**src/rtl/arvi_bus_pkg.sv**
```systemverilog
// Shared types and widths for the two-master bus arbiter.
package arvi_bus_pkg;

  localparam int BUS_AW = 32;
  localparam int BUS_DW = 32;

  typedef enum logic [1:0] {
    IDLE = 2'd0,
    OWN0 = 2'd1,
    OWN1 = 2'd2
  } arb_state_t;

  // Request fields that travel from the owning master to the slave.
  typedef struct packed {
    logic              wr_en;
    logic [BUS_AW-1:0] addr;
    logic [BUS_DW-1:0] wr_data;
    logic [3:0]        byte_en;
    logic [6:0]        operation;
    logic              atomic;
  } bus_req_t;

endpackage

```
**src/rtl/arvi_bus_watchdog.sv**
```systemverilog
// Per-transaction cycle counter; flags the cycle in which an unacknowledged
// transfer has been owned for TIMEOUT cycles. TIMEOUT=0 disables the flag.
module arvi_bus_watchdog
  import arvi_bus_pkg::*;
#(
  parameter int TIMEOUT = 255
) (
  input  logic clk,
  input  logic rst,
  input  logic clear,
  input  logic enable,
  output logic timeout
);

  localparam int CW = (TIMEOUT > 1) ? $clog2(TIMEOUT) : 1;
  localparam logic [CW-1:0] LAST = CW'(TIMEOUT - 1);

  logic [CW-1:0] count;

  // Count owned cycles; cleared while idle and on every slave ack.
  always_ff @(posedge clk) begin
    if (rst || clear) begin
      count <= '0;
    end else if (enable) begin
      count <= count + 1'b1;
    end
  end

  assign timeout = (TIMEOUT != 0) && enable && (count == LAST);

endmodule

```
**src/rtl/arvi_bus_arbiter.sv**
```systemverilog
// Round-robin arbiter between the fetch port (m0) and data port (m1) onto a
// single bus slave, with ack-held grants, optional atomic lock and watchdog.
module arvi_bus_arbiter
  import arvi_bus_pkg::*;
#(
  parameter int TIMEOUT     = 255,
  parameter int LOCK_ATOMIC = 1
) (
  input  logic              i_clk,
  input  logic              i_rst,
  input  logic              i_m0_bus_en,
  input  logic              i_m0_wr_en,
  input  logic [BUS_AW-1:0] i_m0_addr,
  input  logic [BUS_DW-1:0] i_m0_wr_data,
  input  logic [3:0]        i_m0_byte_en,
  input  logic [6:0]        i_m0_operation,
  input  logic              i_m0_atomic,
  output logic              o_m0_ack,
  output logic [BUS_DW-1:0] o_m0_rd_data,
  output logic              o_m0_err,
  input  logic              i_m1_bus_en,
  input  logic              i_m1_wr_en,
  input  logic [BUS_AW-1:0] i_m1_addr,
  input  logic [BUS_DW-1:0] i_m1_wr_data,
  input  logic [3:0]        i_m1_byte_en,
  input  logic [6:0]        i_m1_operation,
  input  logic              i_m1_atomic,
  output logic              o_m1_ack,
  output logic [BUS_DW-1:0] o_m1_rd_data,
  output logic              o_m1_err,
  output logic              o_bus_en,
  output logic              o_wr_en,
  output logic [BUS_AW-1:0] o_addr,
  output logic [BUS_DW-1:0] o_wr_data,
  output logic [3:0]        o_byte_en,
  output logic [6:0]        o_operation,
  output logic              o_atomic,
  input  logic              i_ack,
  input  logic [BUS_DW-1:0] i_rd_data,
  output logic [1:0]        o_grant
);

  arb_state_t state, state_nxt;
  logic       last_served, last_nxt;
  bus_req_t   req0, req1, req_own;
  logic       own0, own1, owned, owner_en;
  logic       ack_ok, wd_hit, abort;

  assign req0 = {i_m0_wr_en, i_m0_addr, i_m0_wr_data, i_m0_byte_en, i_m0_operation, i_m0_atomic};
  assign req1 = {i_m1_wr_en, i_m1_addr, i_m1_wr_data, i_m1_byte_en, i_m1_operation, i_m1_atomic};

  // Ownership is masked by reset so nothing is forwarded in the reset cycle.
  assign own0     = (state == OWN0) && !i_rst;
  assign own1     = (state == OWN1) && !i_rst;
  assign owned    = own0 || own1;
  assign owner_en = (own0 && i_m0_bus_en) || (own1 && i_m1_bus_en);
  assign req_own  = own1 ? req1 : (own0 ? req0 : '0);
  assign ack_ok   = owner_en && i_ack;
  // An ack in the timeout cycle wins; a dropped request is never aborted.
  assign abort    = wd_hit && owner_en && !i_ack;

  arvi_bus_watchdog #(.TIMEOUT(TIMEOUT)) u_watchdog (
    .clk     (i_clk),
    .rst     (i_rst),
    .clear   (!owned || ack_ok),
    .enable  (owned),
    .timeout (wd_hit)
  );

  // State and round-robin history registers.
  always_ff @(posedge i_clk) begin
    if (i_rst) begin
      state       <= IDLE;
      last_served <= 1'b1;
    end else begin
      state       <= state_nxt;
      last_served <= last_nxt;
    end
  end

  // Arbitration in IDLE; release on ack, drop or watchdog abort when owned.
  always_comb begin
    state_nxt = state;
    last_nxt  = last_served;
    case (state)
      IDLE: begin
        if (i_m0_bus_en && (!i_m1_bus_en || last_served)) begin
          state_nxt = OWN0;
        end else if (i_m1_bus_en) begin
          state_nxt = OWN1;
        end
      end
      OWN0, OWN1: begin
        if (!owner_en) begin
          state_nxt = IDLE;
        end else if (i_ack) begin
          last_nxt = (state == OWN1);
          if (!((LOCK_ATOMIC != 0) && req_own.atomic)) begin
            state_nxt = IDLE;
          end
        end else if (abort) begin
          last_nxt  = (state == OWN1);
          state_nxt = IDLE;
        end
      end
      default: state_nxt = IDLE;
    endcase
  end

  // Forward the owner's request to the slave and route the response back.
  always_comb begin
    o_bus_en     = owner_en && !abort;
    o_wr_en      = req_own.wr_en;
    o_addr       = req_own.addr;
    o_wr_data    = req_own.wr_data;
    o_byte_en    = req_own.byte_en;
    o_operation  = req_own.operation;
    o_atomic     = req_own.atomic;
    o_m0_ack     = own0 && (ack_ok || abort);
    o_m0_err     = own0 && abort;
    o_m0_rd_data = (own0 && !abort) ? i_rd_data : '0;
    o_m1_ack     = own1 && (ack_ok || abort);
    o_m1_err     = own1 && abort;
    o_m1_rd_data = (own1 && !abort) ? i_rd_data : '0;
    o_grant      = {own1, own0};
  end

endmodule

```
**config.mk**
```make
export PLATFORM = sky130hd
export DESIGN_NAME = arvi_bus_arbiter
export DESIGN_NICKNAME = d
export VERILOG_FILES = /design/src/rtl/arvi_bus_pkg.sv /design/src/rtl/arvi_bus_watchdog.sv /design/src/rtl/arvi_bus_arbiter.sv
export SDC_FILE = /design/constraint.sdc
export NUM_CORES = 1
export LEC_CHECK = 0
export BUFFER_PORTS_ARGS = -buffer_cell sky130_fd_sc_hd__buf_4
export CORE_AREA = 3 3 129 131
export CTS_CLUSTER_DIAMETER = 50
export CTS_CLUSTER_SIZE = 24
export DETAILED_ROUTE_END_ITERATION = 8
export DIE_AREA = 0 0 132 134
export GPL_ROUTABILITY_DRIVEN = 1
export PLACE_DENSITY = 0.55
export SLEW_MARGIN = 20
export SYNTH_ARGS = -nofsm -noshare
export SYNTH_HDL_FRONTEND = slang
export SYNTH_SLANG_ARGS = --single-unit
```
**constraint.sdc**
```tcl
create_clock -name i_clk -period 1.75 [get_ports i_clk]
set_clock_uncertainty 0.2 [all_clocks]
set_input_delay 0.0875 -clock i_clk [delete_from_list [all_inputs] [get_ports i_clk]]
set_output_delay 0.0875 -clock i_clk [all_outputs]
set_load 0.01 [all_outputs]
```
==> results.yml, run 1 <==
setup_path:
  cp_top_family: "buffers and inverters"
  rr_worst_depth: 11
  path_class: "flop to output pin"
  critPathMaxStageDelay_ps: 380
  reg2reg_setup_slack_ps: -150
  required_ps: 1460
  critPathSlowestCell: "dfxtp_4"
  worst-path-stages: 10
  cp.arrival_ps: 1860
  path_buf_inv: 6
  cp-end-kind: "output pin"
  cp_cell_sequence: "inv_4 > ha_4 > buf_6 > nand2b_4 > nor2_4 > buf_12 > buf_12 > buf_16 > a22o_1 > buf_6"
  crit_fanout: 7
  startpoint_type: "flop"
  rr_startpoint: "state[1]"
  timing.rr.end: "last_served"
drt:
  drt_pass1_iterations: 4
  route.detailed.drc: 0
  ant_nets: 0
  routed_via_density: 4.390
  drtIter0Drc: 86
  num_vias: 3683
  wl_per_cell_um: 19.33
  wirelength_um: 16220
grt:
  antenna_found_initial: 0
  overflow: 0
  grt_pass1_wl_um: 19660
  grt_max_degree: 66
  grt_pass1_vias: 3560
  grtUsageTotal_pct: 13.62
yosys:
  synthesis.instances: 255
  synth.top_cell.area_share_pct: 35.07
  yosysTopAreaCell: "a22o_1"
  ys_warn_count: 0
  synth_area_leaders: "a22o_1 35%, and3_1 21%, dfxtp_1 12%"
  yosysUniqueCellTypes: 34
  synth-seq-area-share_pct: 11.60
  ys_ff_latch: 11
  synth_edf_count: 0
  syn_area_mm2: 0.001898
  synth_ff_type: "dfxtp_1"
  syn_avg_cell_area_um2: 7.443
  async_flop_share_pct: 0
  synth_nets: 451
clocking:
  clkSinkCount: 11
  clockBufferDepth: 2
  cts_tree: "yes"
  htree_levels: 1
  path_clk_slew_ps: 50
  clk_latency_ps: 240
  cts_root_buffer: "clkbuf_16"
  cts_inserted_buffers: 3
sta:
  layout_setup_ws_ps: -395.1
  hold_viol: 0
  fin_crit_sh_pct: 122.6
  rsz0062_at_grt: "true"
  slew_headroom_pct: 77.76
  final-max-slew-violation-count: 0
  finalCriticalPeriod_ps: 2145
  setup_viol: 151
  fmax_ghz: 0.4662
  worst_pin_slew_ps: 330.6
cells_and_area:
  num_antenna_cells: 0
  n_fill_cell: 1576
  area_delta_synth_final_pct: 213.4
  multiInputGateArea_mm2: 0.001637
  final_area_mm2: 0.005948
  final_cell_mix: "283 x buf_4, 87 x buf_6, 73 x a22o_1, 63 x and3_1, 14 x nor2_1"
  finalNetCount: 820
  drive_gt1_share_pct: 69.50
  final_util_pct: 37.86
  finalNonFillerCells: 839
  layout.area.seq_um2: 227.7
  layout_commonest_cell: "buf_4"
placement:
  placed_cells: 801
  place_area_mm2: 0.004796
  place.gp.congestion: 0.7895
  pre_cts_ws_ps: -194.9
  dp_hpwl_um: 10250
  io_buffers: 338
status:
  status: "finished with violations"
  violations: "negative setup slack"
worst_hold_path:
  hp-start: "i_m1_bus_en"
  holdPathEnd: "state[1]"
  hold_path.class: "primary input to flop"
  hold_depth: 3
floorplan:
  start_util_pct: 12.08
  fp.dieH_um: 134
  num_rows: 46
  die_area_mm2: 0.01769
  num_io_pins: 339
  die_w_um: 132
  core_mm2: 0.01571
job:
  cap_violations: 0
pwr:
  leakagePower_uw: 0.003178
  pwr_density_cell_mw_per_mm2: 315.8
  total_power_uw: 1879
  vdd_drop_max_mv: 0.3431
worst reg2reg max path: stages, from the launching register on:
cell and delay (ps):
dfxtp_4 360, inv_4 60, ha_4 150, buf_6 110, nor2_4 40, nor4_4 160
buf_4 170, o21ai_2 60, buf_6 140, buf_6 110, nor2_4 90, mux2i_1 180
repair_timing:
action                                 CTS  global route
hold buffers                             1             0
pin swaps                                6            20
endpoints found under the hold margin    1             0
resized for setup                       73            65
setup endpoints to repair              151           159
cloned                                   5            14
setup buffers                            8             7
sequential cells by signal, indices dropped and copies added, names as in the netlist:
register,flops
u_watchdog.count,8
last_served,1
state,2
how the worst max path moves through the flow:
stage               slack [ps]     start               end
finish                    -400  state[1]        o_addr[19]
global route              -480  state[0]   o_m0_rd_data[7]
CTS                       -360  state[1]     o_wr_data[15]
detailed placement        -190  state[1]     o_wr_data[24]
global placement          -180  state[1]     o_wr_data[24]
floorplan                   20  state[0]  o_m0_rd_data[25]
metrics by stage:
step	setup TNS (ps)	hold slack, ps
3_3_place_gp	-12380	239.2
3_5_place_dp	-17740	247.1
6_report	-49950	21.42
2_1_floorplan	0	99.24
5_1_grt	-62690	35.87
4_1_cts	-45880	15.42
layout make-up:
class,instances,area share [%]
repair buffers,397,62.16
multi-input cells,204,27.51
well taps,216,4.544
flip-flops and latches,11,3.828
clock buffers,3,1.262
inverters,7,0.6100
clock inverters,1,0.08414
where the power goes:
part | internal [uW] | switching [uW]
Clock | 304 | 129
Combinational | 735 | 447
Sequential | 257 | 6.72
per-layer routing:
metal	share of wire, %	vias up	GRT usage (%)	wire length [um]
met3	9.9	19	4.464	1604
met5	0	-	0	0
met4	1.4	0	2.742	235
met1	39	1727	16.15	6390
met2	49	213	24.12	7988
li1	-	1724	-	-
kinds of logic (layout without fill, tap and decap cells):
group / count (synthesis) / after routing / synth area share (%)
fa+ha+maj: 5 / 5 / 3.296
flops: 11 / 11 / 11.60
simple gates: 107 / 107 / 32.76
compound gates: 85 / 85 / 38.43
mux: 1 / 1 / 0.5274
buf+inv: 40 / 408 / 10.61
xor+xnor: 6 / 6 / 2.769
cell usage after synthesis (all sizes together) (3+ instances only):
| cell | number |
|---|---|
| buf | 18 |
| a22o | 76 |
| ha | 5 |
| nand2b | 3 |
| nor2 | 21 |
| xnor2 | 4 |
| nand3 | 4 |
| inv | 7 |
| o21ai | 4 |
| nand2 | 7 |
| dfxtp | 11 |
| and3 | 64 |
| clkbuf | 15 |
Note: power is estimated with default switching activity, not from simulation.
==> run 2: changes to the inputs <==
- CORE_AREA: 3 3 129 131 -> 2 2 131 133
- DIE_AREA: 0 0 132 134 -> 0 0 133 135
- PLACE_DENSITY: 0.55 -> 0.54
- RECOVER_POWER: unset -> 50
==> results.yml, run 2 (same netlist as run 1, synthesis figures left out) <==
sta:
  fin_crit_sh_pct: 117.8
  fmax_ghz: 0.4852
  setup_viol: 150
  layout_setup_ws_ps: -310.9
  hold_viol: 0
  finalCriticalPeriod_ps: 2061
  final-max-slew-violation-count: 0
  rsz0062_at_grt: "true"
  slew_headroom_pct: 80.42
  worst_pin_slew_ps: 291.0
floorplan:
  die_area_mm2: 0.01796
  start_util_pct: 11.57
  fp.dieH_um: 135
  core_mm2: 0.01641
  die_w_um: 133
  num_rows: 47
  num_io_pins: 339
drt:
  ant_nets: 0
  num_vias: 3603
  routedLengthMet1_um: 5920
  met3_wirelength_um: 1036
  route.detailed.drc: 0
  drt_pass1_iterations: 4
  top_layer: "met4"
  drtIter0Drc: 118
  wirelength_um: 15060
  wl_met2_um: 7760
  wl_per_cell_um: 17.76
  routed_via_density: 4.249
worst_hold_path:
  hold_path.class: "primary input to flop"
  hp-start: "i_m1_bus_en"
setup_path:
  cp-end-kind: "output pin"
  cp_top_family: "buffers and inverters"
  path_class: "flop to output pin"
  cp.arrival_ps: 1770
  rr_startpoint: "u_watchdog.count[0]"
  required_ps: 1460
  crit_start: "state[0]"
  crit_top_cell: "buf_6"
  critPathMaxStageDelay_ps: 330
  startpoint_type: "flop"
  cp_cell_sequence: "inv_2 > ha_4 > buf_6 > nand2b_4 > inv_12 > buf_12 > buf_16 > a22o_1 > buf_6"
  critPathSlowestCell: "dfxtp_2"
  path_buf_inv: 6
  crit_fanout: 9
cells_and_area:
  area_delta_synth_final_pct: 209.5
  largest-register: "u_watchdog.count"
  layout.area.seq_um2: 227.7
  largest_register_ffs: 8
  final_cell_mix: "317 x buf_4, 76 x a22o_1, 62 x and3_1, 56 x buf_6, 16 x nor2_1"
  finalNetCount: 823
  n_fill_cell: 1678
  multiInputGateArea_mm2: 0.001624
  final_util_pct: 35.80
  drive_gt1_share_pct: 69.33
  layout_commonest_cell: "buf_4"
  final_area_mm2: 0.005874
  reg_top3: "u_watchdog.count: 8 flops, state: 2 flops, last_served: 1 flops"
status:
  violations: "negative setup slack"
  status: "finished with violations"
clocking:
  clk_latency_ps: 240
  clkSinkCount: 11
  clockBufferDepth: 2
  htree_levels: 1
  cts_inserted_buffers: 3
  cts_root_buffer: "clkbuf_16"
  path_clk_slew_ps: 40
  cts_tree: "yes"
grt:
  grtUsageTotal_pct: 14.76
  grt_pass1_wl_um: 20700
  antenna_found_initial: 2
  grt_pass1_vias: 3361
  overflow: 0
  grt_max_degree: 68
placement:
  place_area_mm2: 0.004846
  dp_hpwl_um: 11030
  place.gp.congestion: 0.7624
  io_buffers: 338
job:
  cap_violations: 0
pwr:
  total_power_uw: 1801
  vdd_drop_max_mv: 0.5487
  leakagePower_uw: 0.003169
  pwr_density_cell_mw_per_mm2: 306.6
==> run 2: final cells by class <==
class	count	share of cell area, %
Timing Repair Buffer	399	61.51
Multi-Input combinational cell	204	27.65
Tap cell	220	4.686
Sequential cell	11	3.876
Clock buffer	4	1.342
Inverter	7	0.7455
Timing Repair inverter	1	0.1065
Antenna cell	2	0.08520
==> run 2: final timing paths <==
path | to | slack (ps) | cells past startpoint
min | state[1] | 30 | 3
max reg2reg | last_served | -120 | 10
max | o_wr_data[22] | -310 | 9
min reg2reg | last_served | 300 | 2
==> run 2: power breakdown <==
| part | leakage [uW] | switching, uW | total [uW] | internal (uW) |
|---|---|---|---|---|
| Sequential | 0.0000911 | 5.66 | 264 | 258 |
| Clock | 0.0000382 | 115 | 422 | 306 |
| Combinational | 0.00304 | 417 | 1120 | 699 |
==> run 2: worst reg2reg max path, cell delays in order (launching register included) <==
cell and delay, ps:
dfxtp_2 310, inv_2 60, ha_4 120, nand3_2 80, nor4_4 260, buf_4 160, o21ai_1 50, buf_4 160
buf_4 140, nor2_4 90, mux2i_1 170
==> run 2: per-layer routing <==
| layer | vias up | track usage (%) |
|---|---|---|
| li1 | 1736 | - |
| met1 | 1680 | 18.45 |
| met2 | 162 | 25.36 |
| met3 | 25 | 3.003 |
| met4 | 0 | 4.898 |
| met5 | - | 0 |
==> run 2: repair_timing <==
action                                 CTS  global route
endpoints found under the hold margin    1             0
setup endpoints to repair              159           159
resized for setup                       85            34
buffers inserted                        12             7
hold buffers                             1             0
pin swaps                               23            22
cloned                                  13             2
==> run 2: through the flow <==
step | setup slack, ps | cells | TNS [ps] | hold WS, ps
2_1_floorplan | 19.31 | 255 | 0 | 99.24
3_3_place_gp | -131.5 | 811 | -13570 | 109.3
3_5_place_dp | -136.0 | 811 | -14920 | 102.0
4_1_cts | -296.5 | 841 | -36850 | 2.652
5_1_grt | -383.2 | 848 | -48380 | 49.06
6_report | -310.9 | 848 | -36840 | 32.88
==> run 3: changes to the inputs <==
- ABC_AREA: unset -> 1
- CELL_PAD_IN_SITES_DETAIL_PLACEMENT: unset -> 0
- CELL_PAD_IN_SITES_GLOBAL_PLACEMENT: unset -> 1
- CORE_AREA: 2 2 131 133 -> 2 2 133 135
- DIE_AREA: 0 0 133 135 -> 0 0 135 137
- PLACE_DENSITY: 0.54 -> 0.84
==> results.yml, run 3 <==
status:
  status: "finished with violations"
  violations: "negative setup slack"
yosys:
  synth_xor_area_share_pct: 1.983
  synth-seq-area-share_pct: 9.972
  synth_top_family_by_area: "simple AND/OR/NAND/NOR gates"
  synth_edf_count: 0
  synth-simple-area-share_pct: 66.74
  synthAdderAreaFrac_pct: 2.833
  synthesis.instances: 459
  synth_compound_area_share_pct: 1.813
  synth_nets: 655
  yosysTopAreaCell: "nand2_1"
  synth_area_leaders: "nand2_1 29%, nand3_1 19%, nor2_1 14%"
  synth.top_cell.area_share_pct: 29.07
  ys_warn_count: 0
  synthMuxAreaShare_pct: 0
  ys_ff_latch: 11
  synth_ff_type: "dfxtp_1"
  synth.most_common_cell: "nand2_1"
  synthTopCellsByCount: "171 x nand2_1, 86 x nand3_1, 84 x nor2_1, 46 x inv_1, 13 x clkbuf_1"
  yosysUniqueCellTypes: 23
  syn_avg_cell_area_um2: 4.811
  async_flop_share_pct: 0
  syn_area_mm2: 0.002208
sta:
  finalCriticalPeriod_ps: 2042
  setup_viol: 148
  worst_pin_slew_ps: 320.7
  fmax_ghz: 0.4896
  fin_crit_sh_pct: 116.7
  holdWs_ps: 62.25
  final-max-slew-violation-count: 0
  rsz0062_at_grt: "true"
  slew_headroom_pct: 78.40
  layout_setup_ws_ps: -292.4
  setup_tns_ps: -29230
  hold_viol: 0
setup_path:
  critPathMaxStageDelay_ps: 350
  cp-end-kind: "output pin"
  reg2reg_setup_slack_ps: -100
  rr_startpoint: "state[0]"
  rr_worst_depth: 12
  cp_cell_sequence: "inv_4 > ha_4 > inv_2 > nor2_4 > nand2_2 > nand2_2 > nand3_4 > nand2_8 > buf_12 > nor2_2 > buf_4"
  startpoint_type: "flop"
  critPathSlowestCell: "dfxtp_4"
  timing.rr.end: "state[0]"
  worst-path-stages: 11
  cp.arrival_ps: 1750
  crit_fanout: 8
  path_buf_inv: 4
  required_ps: 1460
  crit_top_cell: "nand2_2"
  path_class: "flop to output pin"
  cp_top_family: "simple AND/OR/NAND/NOR gates"
cells_and_area:
  num_antenna_cells: 0
  layout_commonest_cell: "buf_4"
  reg_top3: "u_watchdog.count: 8 flops, state: 2 flops, last_served: 1 flops"
  finalNetCount: 1030
  largest_register_ffs: 8
  n_fill_cell: 1736
  final_cell_mix: "305 x buf_4, 128 x nand2_1, 83 x nand3_1, 69 x buf_6, 40 x inv_1"
  largest-register: "u_watchdog.count"
  drive_gt1_share_pct: 63.27
  area_delta_synth_final_pct: 201.5
clocking:
  cts_inserted_buffers: 3
  clk_latency_ps: 240
  htree_levels: 1
  clkSinkCount: 11
  cts_root_buffer: "clkbuf_16"
  hold_buffers: 0
  clockBufferDepth: 2
  path_clk_slew_ps: 40
  cts_tree: "yes"
drt:
  drt_pass1_iterations: 4
  wl_per_cell_um: 14.51
  num_vias: 4367
  routed_via_density: 4.128
  ant_nets: 0
  wirelength_um: 15360
  route.detailed.drc: 0
  drtIter0Drc: 129
floorplan:
  fp.dieH_um: 137
  die_area_mm2: 0.01850
  die_w_um: 135
  start_util_pct: 12.95
  num_io_pins: 339
  core_mm2: 0.01706
  num_rows: 48
pwr:
  vdd_drop_max_mv: 0.2074
  total_power_uw: 2253
  leakagePower_uw: 0.003661
  pwr_density_cell_mw_per_mm2: 338.4
worst_hold_path:
  holdPathEnd: "state[1]"
  hold_depth: 6
  hold_path.class: "primary input to flop"
  hp-start: "i_ack"
grt:
  grt_pass1_vias: 4130
  grt_max_degree: 38
  grt_pass1_wl_um: 20640
  overflow: 0
  grtUsageTotal_pct: 14.24
  antenna_found_initial: 0
placement:
  place.gp.congestion: 0.7556
  io_buffers: 338
  dp_hpwl_um: 10590
job:
  cap_violations: 0
[run 3: changes by cell type after synthesis, sizes merged, moves of 2 or more]
cell	previous run	this run
nand2b	3	0
xnor2	4	2
nand2	7	176
nand3	4	88
o21a	0	2
nor4	2	0
nor2	21	85
o21ai	4	1
a21oi	0	4
a22o	76	0
clkbuf	15	13
and3	64	0
inv	7	49
[run 3: how the worst max path moves through the flow]
| stage | start | endpoint | slack [ps] |
|---|---|---|---|
| 6_report | state[1] | o_m1_rd_data[15] | -290 |
| 5_1_grt | state[1] | o_m0_rd_data[2] | -380 |
| 3_3_place_gp | state[1] | o_m0_rd_data[0] | -100 |
| 4_1_cts | state[1] | o_wr_data[1] | -260 |
| 3_5_place_dp | state[1] | o_m0_rd_data[0] | -110 |
| 2_1_floorplan | state[0] | o_m0_rd_data[10] | 60 |
[run 3: logic make-up after synthesis]
group	count (synthesis)
AND/OR/NAND/NOR	350
AO/OA/AOI/OAI	7
buffers and inverters	81
adder cells (fa/ha/maj)	5
XOR/XNOR	5
flip-flops	11
[run 3: power breakdown]
group / switching (uW) / total [uW] / internal, uW
clock: 108 / 414 / 305
sequential: 10.4 / 272 / 262
combinational: 694 / 1570 / 873
total: 813 / 2250 / 1440
[run 3: area by class of cell]
class | count | area, um2 | share of cell area, %
repair buffers | 401 | 3707 | 55.69
well taps | 225 | 281.5 | 4.229
flip-flops and latches | 11 | 230.2 | 3.458
inverters | 49 | 206.4 | 3.101
clock buffers | 4 | 78.83 | 1.184
multi-input cells | 368 | 2153 | 32.34
[run 3: metal layers]
| metal | global-route usage [%] | routed length (um) | vias up |
|---|---|---|---|
| met2 | 27.69 | 8071 | 242 |
| met5 | 0 | 0 | - |
| met3 | 2.556 | 1328 | 18 |
| li1 | - | - | 2161 |
| met4 | 3.877 | 253 | 0 |
| met1 | 15.75 | 5701 | 1946 |
[run 3: stage by stage]
| stage | instance area, um2 | worst slack (ps) | cells | util, % |
|---|---|---|---|---|
| 2_1_floorplan | 2208 | 60.67 | 459 | - |
| 3_3_place_gp | 5234 | -104.7 | 1027 | 30.69 |
| 3_5_place_dp | 5234 | -107.5 | 1027 | 30.69 |
| 4_1_cts | 6272 | -259.4 | 1055 | 36.77 |
| 5_1_grt | 6658 | -378.2 | 1058 | 39.03 |
| 6_report | 6658 | -292.4 | 1058 | 39.03 |
[run 3: timing repair]
action / 4_1_cts / 5_1_grt
setup buffers: 13 / 2
gates cloned: 11 / 2
pin swaps: 19 / 17
setup endpoints to repair: 148 / 152
gates resized for setup: 161 / 90
[run 3: worst reg2reg max path, stage by stage, from the launching register on]
cell and delay [ps]:
dfxtp_4 360, inv_4 40, buf_4 120, buf_4 120, buf_4 140, ha_4 270, inv_1 50, nor2_1 110
nand3_2 100, nand3_2 110, nand2_1 50, nand2_1 50, nor2_1 30
